**config.mk**
```make
export PLATFORM = sky130hd
export DESIGN_NAME = bootram_ctrl
export DESIGN_NICKNAME = d
export VERILOG_FILES = /design/src/rtl/bootram_ctrl.sv
export SDC_FILE = /design/constraint.sdc
export NUM_CORES = 1
export LEC_CHECK = 0
export ABC_AREA = 1
export BUFFER_PORTS_ARGS = -buffer_cell sky130_fd_sc_hd__buf_2
export CORE_MARGIN = 2
export CORE_UTILIZATION = 30
export DETAILED_ROUTE_END_ITERATION = 7
export MAX_ROUTING_LAYER = met4
export PLACE_DENSITY = 0.58
export SYNTH_ARGS = -nofsm -noshare
export SYNTH_HDL_FRONTEND = slang
export SYNTH_SLANG_ARGS = --single-unit
export TNS_END_PERCENT = 50
```
**constraint.sdc**
```tcl
create_clock -name clk -period 4.7 [get_ports clk]
set_input_delay 1.41 -clock clk [delete_from_list [all_inputs] [get_ports clk]]
set_output_delay 1.41 -clock clk [all_outputs]
set_load 0.01 [all_outputs]
```
**src/rtl/bootram_ctrl.sv**
```systemverilog
// Boot RAM controller: bridges the picorv32 native bus and a byte-serial loader onto four 2Kx8 RAM lanes.
// Optional running loader checksum on prog_sum when BOOTRAM_CTRL_CHECKSUM_EN is defined.
module bootram_ctrl #(
    parameter int ADDR_W = 11,
    parameter int CPU_RO = 0
) (
    input  logic              clk,
    input  logic              reset,
    input  logic              mem_valid,
    input  logic              mem_sel,
    input  logic [31:0]       mem_addr,
    input  logic [31:0]       mem_wdata,
    input  logic [3:0]        mem_wstrb,
    output logic              mem_ready,
    output logic [31:0]       mem_rdata,
    input  logic              prog_mode,
    input  logic              prog_start,
    input  logic              prog_valid,
    input  logic [7:0]        prog_data,
    output logic              prog_ready,
    output logic              prog_full,
    output logic [ADDR_W+2:0] prog_count,
    output logic [7:0]        prog_sum,
    output logic              ram_ce,
    output logic              ram_oce,
    output logic [3:0]        ram_wre,
    output logic [ADDR_W-1:0] ram_ad,
    output logic [31:0]       ram_din,
    input  logic [31:0]       ram_dout
);

    localparam int CW = ADDR_W + 3;
    localparam logic [CW-1:0] FULL_COUNT = CW'(1) << (ADDR_W + 2);

    typedef enum logic [1:0] {
        ST_IDLE    = 2'd0,
        ST_CPU_ACC = 2'd1,
        ST_CPU_RSP = 2'd2,
        ST_PRG_WR  = 2'd3
    } state_e;

    state_e            state_q, state_d;
    logic              ram_ce_q, ram_ce_d;
    logic [3:0]        ram_wre_q, ram_wre_d;
    logic [ADDR_W-1:0] ram_ad_q, ram_ad_d;
    logic [31:0]       ram_din_q, ram_din_d;
    logic              mem_ready_q, mem_ready_d;
    logic [31:0]       mem_rdata_q, mem_rdata_d;
    logic [CW-1:0]     prog_count_q, prog_count_d;
    logic              prog_full_s;
    logic              prog_ready_s;
    logic              cpu_req_s;
    logic              byte_acc_s;
    logic              unused_s;
`ifdef BOOTRAM_CTRL_CHECKSUM_EN
    logic [7:0]        prog_sum_q, prog_sum_d;
`endif

    assign unused_s     = &{1'b0, mem_addr[31:ADDR_W+2], mem_addr[1:0]};
    assign prog_full_s  = (prog_count_q == FULL_COUNT);
    // mem_ready gating keeps the CPU's ready-sampling cycle from looking like a fresh request
    assign cpu_req_s    = mem_valid & mem_sel & ~mem_ready_q & ~prog_mode;
    assign prog_ready_s = prog_mode & (state_q == ST_IDLE) & ~prog_full_s & ~mem_ready_q;
    assign byte_acc_s   = prog_valid & prog_ready_s & ~prog_start;

    // Next-state and registered-output computation
    always_comb begin
        state_d      = state_q;
        ram_ce_d     = 1'b0;
        ram_wre_d    = 4'b0000;
        ram_ad_d     = ram_ad_q;
        ram_din_d    = ram_din_q;
        mem_ready_d  = 1'b0;
        mem_rdata_d  = mem_rdata_q;
        prog_count_d = prog_count_q;
`ifdef BOOTRAM_CTRL_CHECKSUM_EN
        prog_sum_d   = prog_sum_q;
`endif
        case (state_q)
            ST_IDLE: begin
                if (prog_start) begin
                    prog_count_d = '0;
`ifdef BOOTRAM_CTRL_CHECKSUM_EN
                    prog_sum_d   = 8'h00;
`endif
                end else begin
                    prog_count_d = prog_count_q;
                end
                if (cpu_req_s) begin
                    ram_ad_d  = mem_addr[ADDR_W+1:2];
                    ram_ce_d  = 1'b1;
                    ram_wre_d = (CPU_RO != 0) ? 4'b0000 : mem_wstrb;
                    ram_din_d = mem_wdata;
                    state_d   = ST_CPU_ACC;
                end else if (byte_acc_s) begin
                    ram_ad_d     = prog_count_q[ADDR_W+1:2];
                    ram_din_d    = {4{prog_data}};
                    ram_ce_d     = 1'b1;
                    ram_wre_d    = 4'b0001 << prog_count_q[1:0];
                    prog_count_d = prog_count_q + CW'(1);
`ifdef BOOTRAM_CTRL_CHECKSUM_EN
                    prog_sum_d   = prog_sum_q + prog_data;
`endif
                    state_d      = ST_PRG_WR;
                end else begin
                    state_d = ST_IDLE;
                end
            end
            ST_CPU_ACC: state_d = ST_CPU_RSP;
            ST_CPU_RSP: begin
                mem_rdata_d = ram_dout;
                mem_ready_d = 1'b1;
                state_d     = ST_IDLE;
            end
            ST_PRG_WR:  state_d = ST_IDLE;
            default:    state_d = ST_IDLE;
        endcase
    end

    // State and output registers with synchronous reset
    always_ff @(posedge clk) begin
        if (reset) begin
            state_q      <= ST_IDLE;
            ram_ce_q     <= 1'b0;
            ram_wre_q    <= 4'b0000;
            ram_ad_q     <= '0;
            ram_din_q    <= 32'h0000_0000;
            mem_ready_q  <= 1'b0;
            mem_rdata_q  <= 32'h0000_0000;
            prog_count_q <= '0;
        end else begin
            state_q      <= state_d;
            ram_ce_q     <= ram_ce_d;
            ram_wre_q    <= ram_wre_d;
            ram_ad_q     <= ram_ad_d;
            ram_din_q    <= ram_din_d;
            mem_ready_q  <= mem_ready_d;
            mem_rdata_q  <= mem_rdata_d;
            prog_count_q <= prog_count_d;
        end
    end

`ifdef BOOTRAM_CTRL_CHECKSUM_EN
    // Loader checksum register
    always_ff @(posedge clk) begin
        if (reset) begin
            prog_sum_q <= 8'h00;
        end else begin
            prog_sum_q <= prog_sum_d;
        end
    end
    assign prog_sum = prog_sum_q;
`else
    assign prog_sum = 8'h00;
`endif

    assign mem_ready  = mem_ready_q;
    assign mem_rdata  = mem_rdata_q;
    assign prog_ready = prog_ready_s;
    assign prog_full  = prog_full_s;
    assign prog_count = prog_count_q;
    assign ram_ce     = ram_ce_q;
    assign ram_oce    = 1'b1;
    assign ram_wre    = ram_wre_q;
    assign ram_ad     = ram_ad_q;
    assign ram_din    = ram_din_q;

endmodule

```
==> flow_metrics.py, run 1 <==
metrics = {
    "global_routing": {
        "grt_pass1_vias": 4276,
        "gr-total-overflow": 0,
        "grt_start_max_net_pins": 77,
        "antenna_found_initial": 0,
        "grt_pass1_wl_um": 22000,
        "gr-usage-all-layers_pct": 17.8,
    },
    "floorplanning": {
        "io_pins": 221,
        "die_x_um": 126,
        "fp.dieH_um": 126,
        "rows": 44,
        "die_area_um2": 15800,
        "initial_utilization_pct": 30.6,
        "core_area_um2": 14500,
    },
    "yosys": {
        "synth_edf_count": 0,
        "synth-simple-area-share_pct": 33.8,
        "synth-adder-area-share_pct": 1.12,
        "synth_area_um2": 4450,
        "synth_xor_area_share_pct": 0.590,
        "synth-seq-area-share_pct": 43.6,
        "async_flop_share_pct": 0,
        "yosysWarnings": 0,
        "ys.flop_type": "dfxtp_1",
        "ys_ff_latch": 97,
        "synth_compound_gate_area_share_pct": 12.5,
        "synth_top_cells_by_area": "dfxtp_1 44%, nand2_1 15%, nor2_1 15%",
        "yosys.area.top_type": "dfxtp_1",
        "synth_top_family_by_area": "simple AND/OR/NAND/NOR gates",
        "synth_top_area_share_pct": 43.6,
        "postSynthAreaPerCell_um2": 6.56,
        "synthMuxAreaShare_pct": 0,
        "synthTopCellsByCount": "176 x nand2_1, 176 x nor2_1, 97 x dfxtp_1, 82 x o21ai_0, 29 x nand3_1",
        "synthesis.instances": 679,
        "synthDistinctLibCells": 24,
    },
    "clocking": {
        "clk_pin_slew_ns": 0.07,
        "tritoncts": "yes",
        "post-cts-setup-buffers": 0,
        "postCtsHoldBufs": 0,
        "root_buffer": "clkbuf_16",
        "clock_latency_ns": 0.35,
        "cts_resized": 0,
        "clkSinkCount": 97,
        "clk_path_buf_depth": 2,
        "cts_inserted_buffers": 9,
        "htreeDepth": 3,
    },
    "timing": {
        "rsz0062_at_grt": "false",
        "worst_pin_slew_ns": 1.16,
        "finClkSkew_ns": 0.00759,
        "fin_crit_sh_pct": 72.2,
        "tns_ns": 0,
        "fin_ws_ns": 1.31,
        "relSlewSlack_pct": 22.9,
        "drv_slew": 0,
        "setup_violations": 0,
        "timing_hold_violations_final": 0,
        "max_freq_mhz": 295,
        "fin_crit_ns": 3.39,
    },
    "setup_path": {
        "cpMaxStageDelayCell": "nor3_2",
        "max_stage_delay_ns": 0.21,
        "start_kind": "input pin",
        "reg2reg_depth": 11,
        "crit_chain": "buf_2, inv_1, nor3_2, nand2_1, inv_1, buf_2",
        "crit_family": "buffers and inverters",
        "cp.arrival_ns": 1.98,
        "critPathCaptureType": "output port",
        "cp.buffers_inverters": 4,
        "rrSetupSlack_ns": 2.23,
        "regToRegEndpoint": "ram_din[20]",
        "r2r_start": "prog_count[0]",
        "path_class": "input pin to output port",
        "crit_fanout": 2,
        "cp.required_ns": 3.29,
    },
    "pwr": {
        "p_per_area_nw_per_um2": 356,
        "ir_drop_mv": 0.158,
        "power.static_leakage_nw": 2.96,
        "p_switching_w": 0.000612,
        "power.internal_w": 0.00144,
        "p_seq_share_pct": 44.9,
        "clock_power_share_pct": 38.2,
        "swShare_pct": 29.8,
        "pwr-share-comb_pct": 16.9,
    },
    "placed_design": {
        "numPortBuffers": 190,
        "dp.cells": 1016,
        "preCtsSetupSlack_ns": 1.06,
        "hpwl_um": 9390,
        "gp_congestion": 0.841,
    },
    "cells_and_area": {
        "stdcell_count": 1032,
        "drive_gt1_share_pct": 25.8,
        "nets": 962,
        "syn_to_final_growth_pct": 29.6,
        "diodes": 0,
    },
    "drt": {
        "vias": 4672,
        "post_drt_via_cell_ratio": 4.53,
        "initialDrtViolationCount": 305,
        "dr.pass1.iters": 6,
        "post_drt_wl_per_cell_um": 13.4,
        "route.antenna.remaining_nets": 0,
        "drcViolationCount": 0,
        "wirelength_um": 13800,
    },
    "min_path": {
        "min_path_cells": 1,
        "holdPathEnd": "state_q[1]",
        "hp-start": "state_q[1]",
        "min_path_type": "flip-flop to flip-flop",
    },
    "status": {
        "status": "complete, no violations",
    },
    "job": {
        "cap_violations": 0,
    },
}
==> how the worst max path moves through the flow <==
stage / from / end / depth (start not counted)
after global routing: mem_valid / ram_din[12] / 10
after CTS: prog_mode / prog_ready / 6
after detailed placement: mem_valid / ram_din[12] / 10
after global placement: mem_valid / ram_din[12] / 10
final: prog_mode / prog_ready / 6
after floorplan: prog_mode / prog_ready / 4
==> state kept, by name, summed over array words and instances (netlist names) <==
| name | cells |
|---|---|
| mem_ready | 1 |
| ram_ad | 11 |
| ram_ce | 1 |
| state_q | 2 |
| mem_rdata | 32 |
| ram_din | 32 |
| ram_wre | 4 |
| prog_count | 14 |
==> layer usage <==
| layer | track usage [%] | part of all wire, % | up-vias |
|---|---|---|---|
| li1 | - | - | 2445 |
| met1 | 23.8 | 49 | 2058 |
| met2 | 26.8 | 44 | 153 |
| met3 | 3.14 | 5.9 | 16 |
| met4 | 6.92 | 2.0 | 0 |
| met5 | - | 0 | - |
==> power groups by stage <==
stage | clock, W | combinational, W | sequential (W)
2_1_floorplan | 0 | 0.000186 | 0.000963
3_3_place_gp | 0 | 0.000349 | 0.000941
3_5_place_dp | 0 | 0.000351 | 0.000942
4_1_cts | 0.000811 | 0.000351 | 0.000923
5_1_grt | 0.000848 | 0.000393 | 0.000932
6_report | 0.000787 | 0.000347 | 0.000923
==> cells by family (layout without fill, tap and decap cells) <==
kind of cell | Yosys count | count (layout)
DFF | 97 | 97
xor gates and xnor gates | 3 | 3
and+or+nand+nor | 387 | 387
AOI/OAI and AO/OA | 107 | 107
adders and majority gates | 4 | 4
other | 2 | 9
buffers and inverters | 79 | 241
==> final cells by class <==
type                    count  area [µm²]
flip-flops and latches     97        1940
clock buffers               9         225
fillers                  1594        8760
multi-input cells         510        2180
clock inverters             7        92.6
repair buffers            196         996
inverters                  29         109
well taps                 184         230
==> cell usage in the layout, fill, tap and decap left out, drive strengths merged <==
master    n
conb      9
nand4     3
o21ai    90
o21bai    3
inv      32
dfxtp    97
nor3      1
ha        4
a211oi    1
bufinv    1
clkinv    3
a21oi    13
xor2      3
nor2    176
nand3    29
clkbuf    9
buf     196
nand2   178
==> per-stage QoR <==
| stage | total power (W) | hold slack (ns) | cell area, µm² | util [%] |
|---|---|---|---|---|
| 6_report | 0.00206 | 0.427 | 5770 | 39.7 |
| 3_3_place_gp | 0.00129 | 0.408 | 5450 | 37.5 |
| 2_1_floorplan | 0.00115 | 0.400 | 4480 | - |
| 4_1_cts | 0.00209 | 0.425 | 5770 | 39.7 |
| 5_1_grt | 0.00217 | 0.457 | 5770 | 39.7 |
| 3_5_place_dp | 0.00129 | 0.415 | 5450 | 37.5 |
Power figures use the tool's default switching activity.
==> run 2: changes to the inputs <==
--- a/config.mk
+++ b/config.mk
@@ -11,7 +11,7 @@
 export CORE_UTILIZATION = 30
 export DETAILED_ROUTE_END_ITERATION = 7
 export MAX_ROUTING_LAYER = met4
-export PLACE_DENSITY = 0.58
+export PLACE_DENSITY = 0.6
 export SYNTH_ARGS = -nofsm -noshare
 export SYNTH_HDL_FRONTEND = slang
 export SYNTH_SLANG_ARGS = --single-unit
==> constraint.sdc (replaced) <==
create_clock -name clk -period 2.8 [get_ports clk]
set_input_delay 0.84 -clock clk [delete_from_list [all_inputs] [get_ports clk]]
set_output_delay 0.84 -clock clk [all_outputs]
set_load 0.01 [all_outputs]
==> flow_metrics.py, run 2 (synthesis results as in run 1) <==
metrics = {
    "clocking": {
        "clkSinkCount": 97,
        "post-cts-setup-buffers": 0,
        "root_buffer": "clkbuf_16",
        "clk_path_buf_depth": 2,
        "postCtsHoldBufs": 0,
        "tritoncts": "yes",
        "htreeDepth": 3,
        "cts_resized": 0,
        "clk_pin_slew_ns": 0.08,
        "clock_latency_ns": 0.35,
        "cts_inserted_buffers": 9,
    },
    "timing": {
        "max_freq_mhz": 407,
        "fin_crit_ns": 2.46,
        "drv_slew": 0,
        "tns_ns": 0,
        "fin_crit_sh_pct": 87.8,
        "timing_hold_violations_final": 0,
        "finClkSkew_ns": 0.00945,
        "rsz0062_at_grt": "false",
        "worst_pin_slew_ns": 0.617,
        "relSlewSlack_pct": 58.8,
        "setup_violations": 0,
    },
    "floorplanning": {
        "die_area_um2": 15800,
        "die_x_um": 126,
        "core_area_um2": 14500,
        "rows": 44,
        "fp.dieH_um": 126,
        "io_pins": 221,
        "initial_utilization_pct": 30.6,
    },
    "cells_and_area": {
        "final_common_cell": "buf_2",
        "multi_input_area_um2": 2180,
        "nets": 977,
        "final_core_util_pct": 40.4,
        "fillers": 1626,
        "syn_to_final_growth_pct": 32.0,
        "register_area_um2": 1940,
        "mostFrequentLayoutCells": "190 x buf_2, 176 x nand2_1, 175 x nor2_1, 97 x dfxtp_1, 82 x o21ai_0",
        "drive_gt1_share_pct": 27.1,
    },
    "global_routing": {
        "grt_pass1_vias": 4248,
        "gr-total-overflow": 0,
        "grt_start_max_net_pins": 37,
        "grt_pass1_wl_um": 22000,
        "gr-usage-all-layers_pct": 17.7,
        "antenna_found_initial": 1,
    },
    "placed_design": {
        "hpwl_um": 9810,
        "gp_congestion": 0.854,
        "numPortBuffers": 190,
    },
    "pwr": {
        "pwr-share-comb_pct": 17.9,
        "swShare_pct": 30.4,
        "p_seq_share_pct": 45.7,
        "ir_drop_mv": 0.284,
        "clock_power_share_pct": 36.4,
        "power.internal_w": 0.00235,
        "p_per_area_nw_per_um2": 575,
        "power.static_leakage_nw": 3.02,
        "p_switching_w": 0.00103,
    },
    "drt": {
        "initialDrtViolationCount": 255,
        "vias": 4718,
        "route.antenna.remaining_nets": 0,
        "wirelength_um": 13700,
        "post_drt_via_cell_ratio": 4.50,
        "dr.pass1.iters": 4,
        "drcViolationCount": 0,
        "post_drt_wl_per_cell_um": 13.1,
    },
    "min_path": {
        "hp-start": "state_q[1]",
        "min_path_type": "flip-flop to flip-flop",
    },
    "setup_path": {
        "crit_start": "prog_count[0]",
        "r2r_start": "prog_count[0]",
        "path_class": "flip-flop to output port",
        "cp.required_ns": 1.96,
        "crit_fanout": 6,
        "start_kind": "flip-flop",
        "critPathCaptureType": "output port",
        "cp.arrival_ns": 1.62,
    },
    "job": {
        "cap_violations": 0,
    },
    "status": {
        "status": "complete, no violations",
    },
}
==> run 2: cell count changes in the layout (fill, tap and decap cells not counted), sizes merged <==
cell	previous run	this run
clkinvlp	0	2
bufinv	1	0
buf	196	211
inv	32	31
diode	0	1
==> run 2: through the flow <==
step	total power, W	instance area (µm²)	hold slack, ns	instances	setup WS (ns)
floorplan	0.00193	4480	0.400	686	0.757
detailed placement	0.00219	5580	0.413	1031	0.370
CTS	0.00343	5880	0.423	1047	0.341
finish	0.00338	5880	0.424	1048	0.340
global route	0.00357	5880	0.446	1048	0.224
global placement	0.00218	5580	0.409	1031	0.393
==> run 2: layout make-up <==
class	count	area share (%)
Clock buffer	9	3.83
Antenna cell	1	0.0426
Timing Repair Buffer	211	19.1
Sequential cell	97	33.0
Inverter	29	1.85
Tap cell	184	3.92
Multi-Input combinational cell	510	37.0
Clock inverter	7	1.21
==> run 2: per-layer routing <==
metal / wire [µm] / part of all wire [%] / vias up / track usage, %
met5: 0 / 0 / - / -
met4: 180 / 1.3 / 0 / 5.88
met3: 1060 / 7.7 / 11 / 4.21
met2: 6140 / 45 / 152 / 26.5
met1: 6330 / 46 / 2084 / 23.4
li1: - / - / 2471 / -
==> run 2: power by group through the flow <==
stage | combinational (W) | sequential (W) | clock, W
after floorplan | 0.000312 | 0.00162 | 0
after global placement | 0.000609 | 0.00158 | 0
after detailed placement | 0.000612 | 0.00158 | 0
after CTS | 0.000614 | 0.00155 | 0.00127
after global routing | 0.000688 | 0.00156 | 0.00133
final | 0.000605 | 0.00155 | 0.00123
==> run 2: worst paths after layout <==
kind	cells after the start	endpoint	slack, ns
worst max-delay path	8	prog_ready	0.34
worst max register to register	12	prog_count[7]	0.61
worst min register to register	1	state_q[1]	0.42
worst min-delay path	1	state_q[1]	0.42
==> run 2: worst max-delay path: stages (launching register included) <==
cell and delay [ns]:
dfxtp_1 0.37, inv_1 0.19, ha_1 0.20, nand2_1 0.06, nor2_1 0.13, nand2_1 0.10
nand2_1 0.07, inv_1 0.03, buf_2 0.12
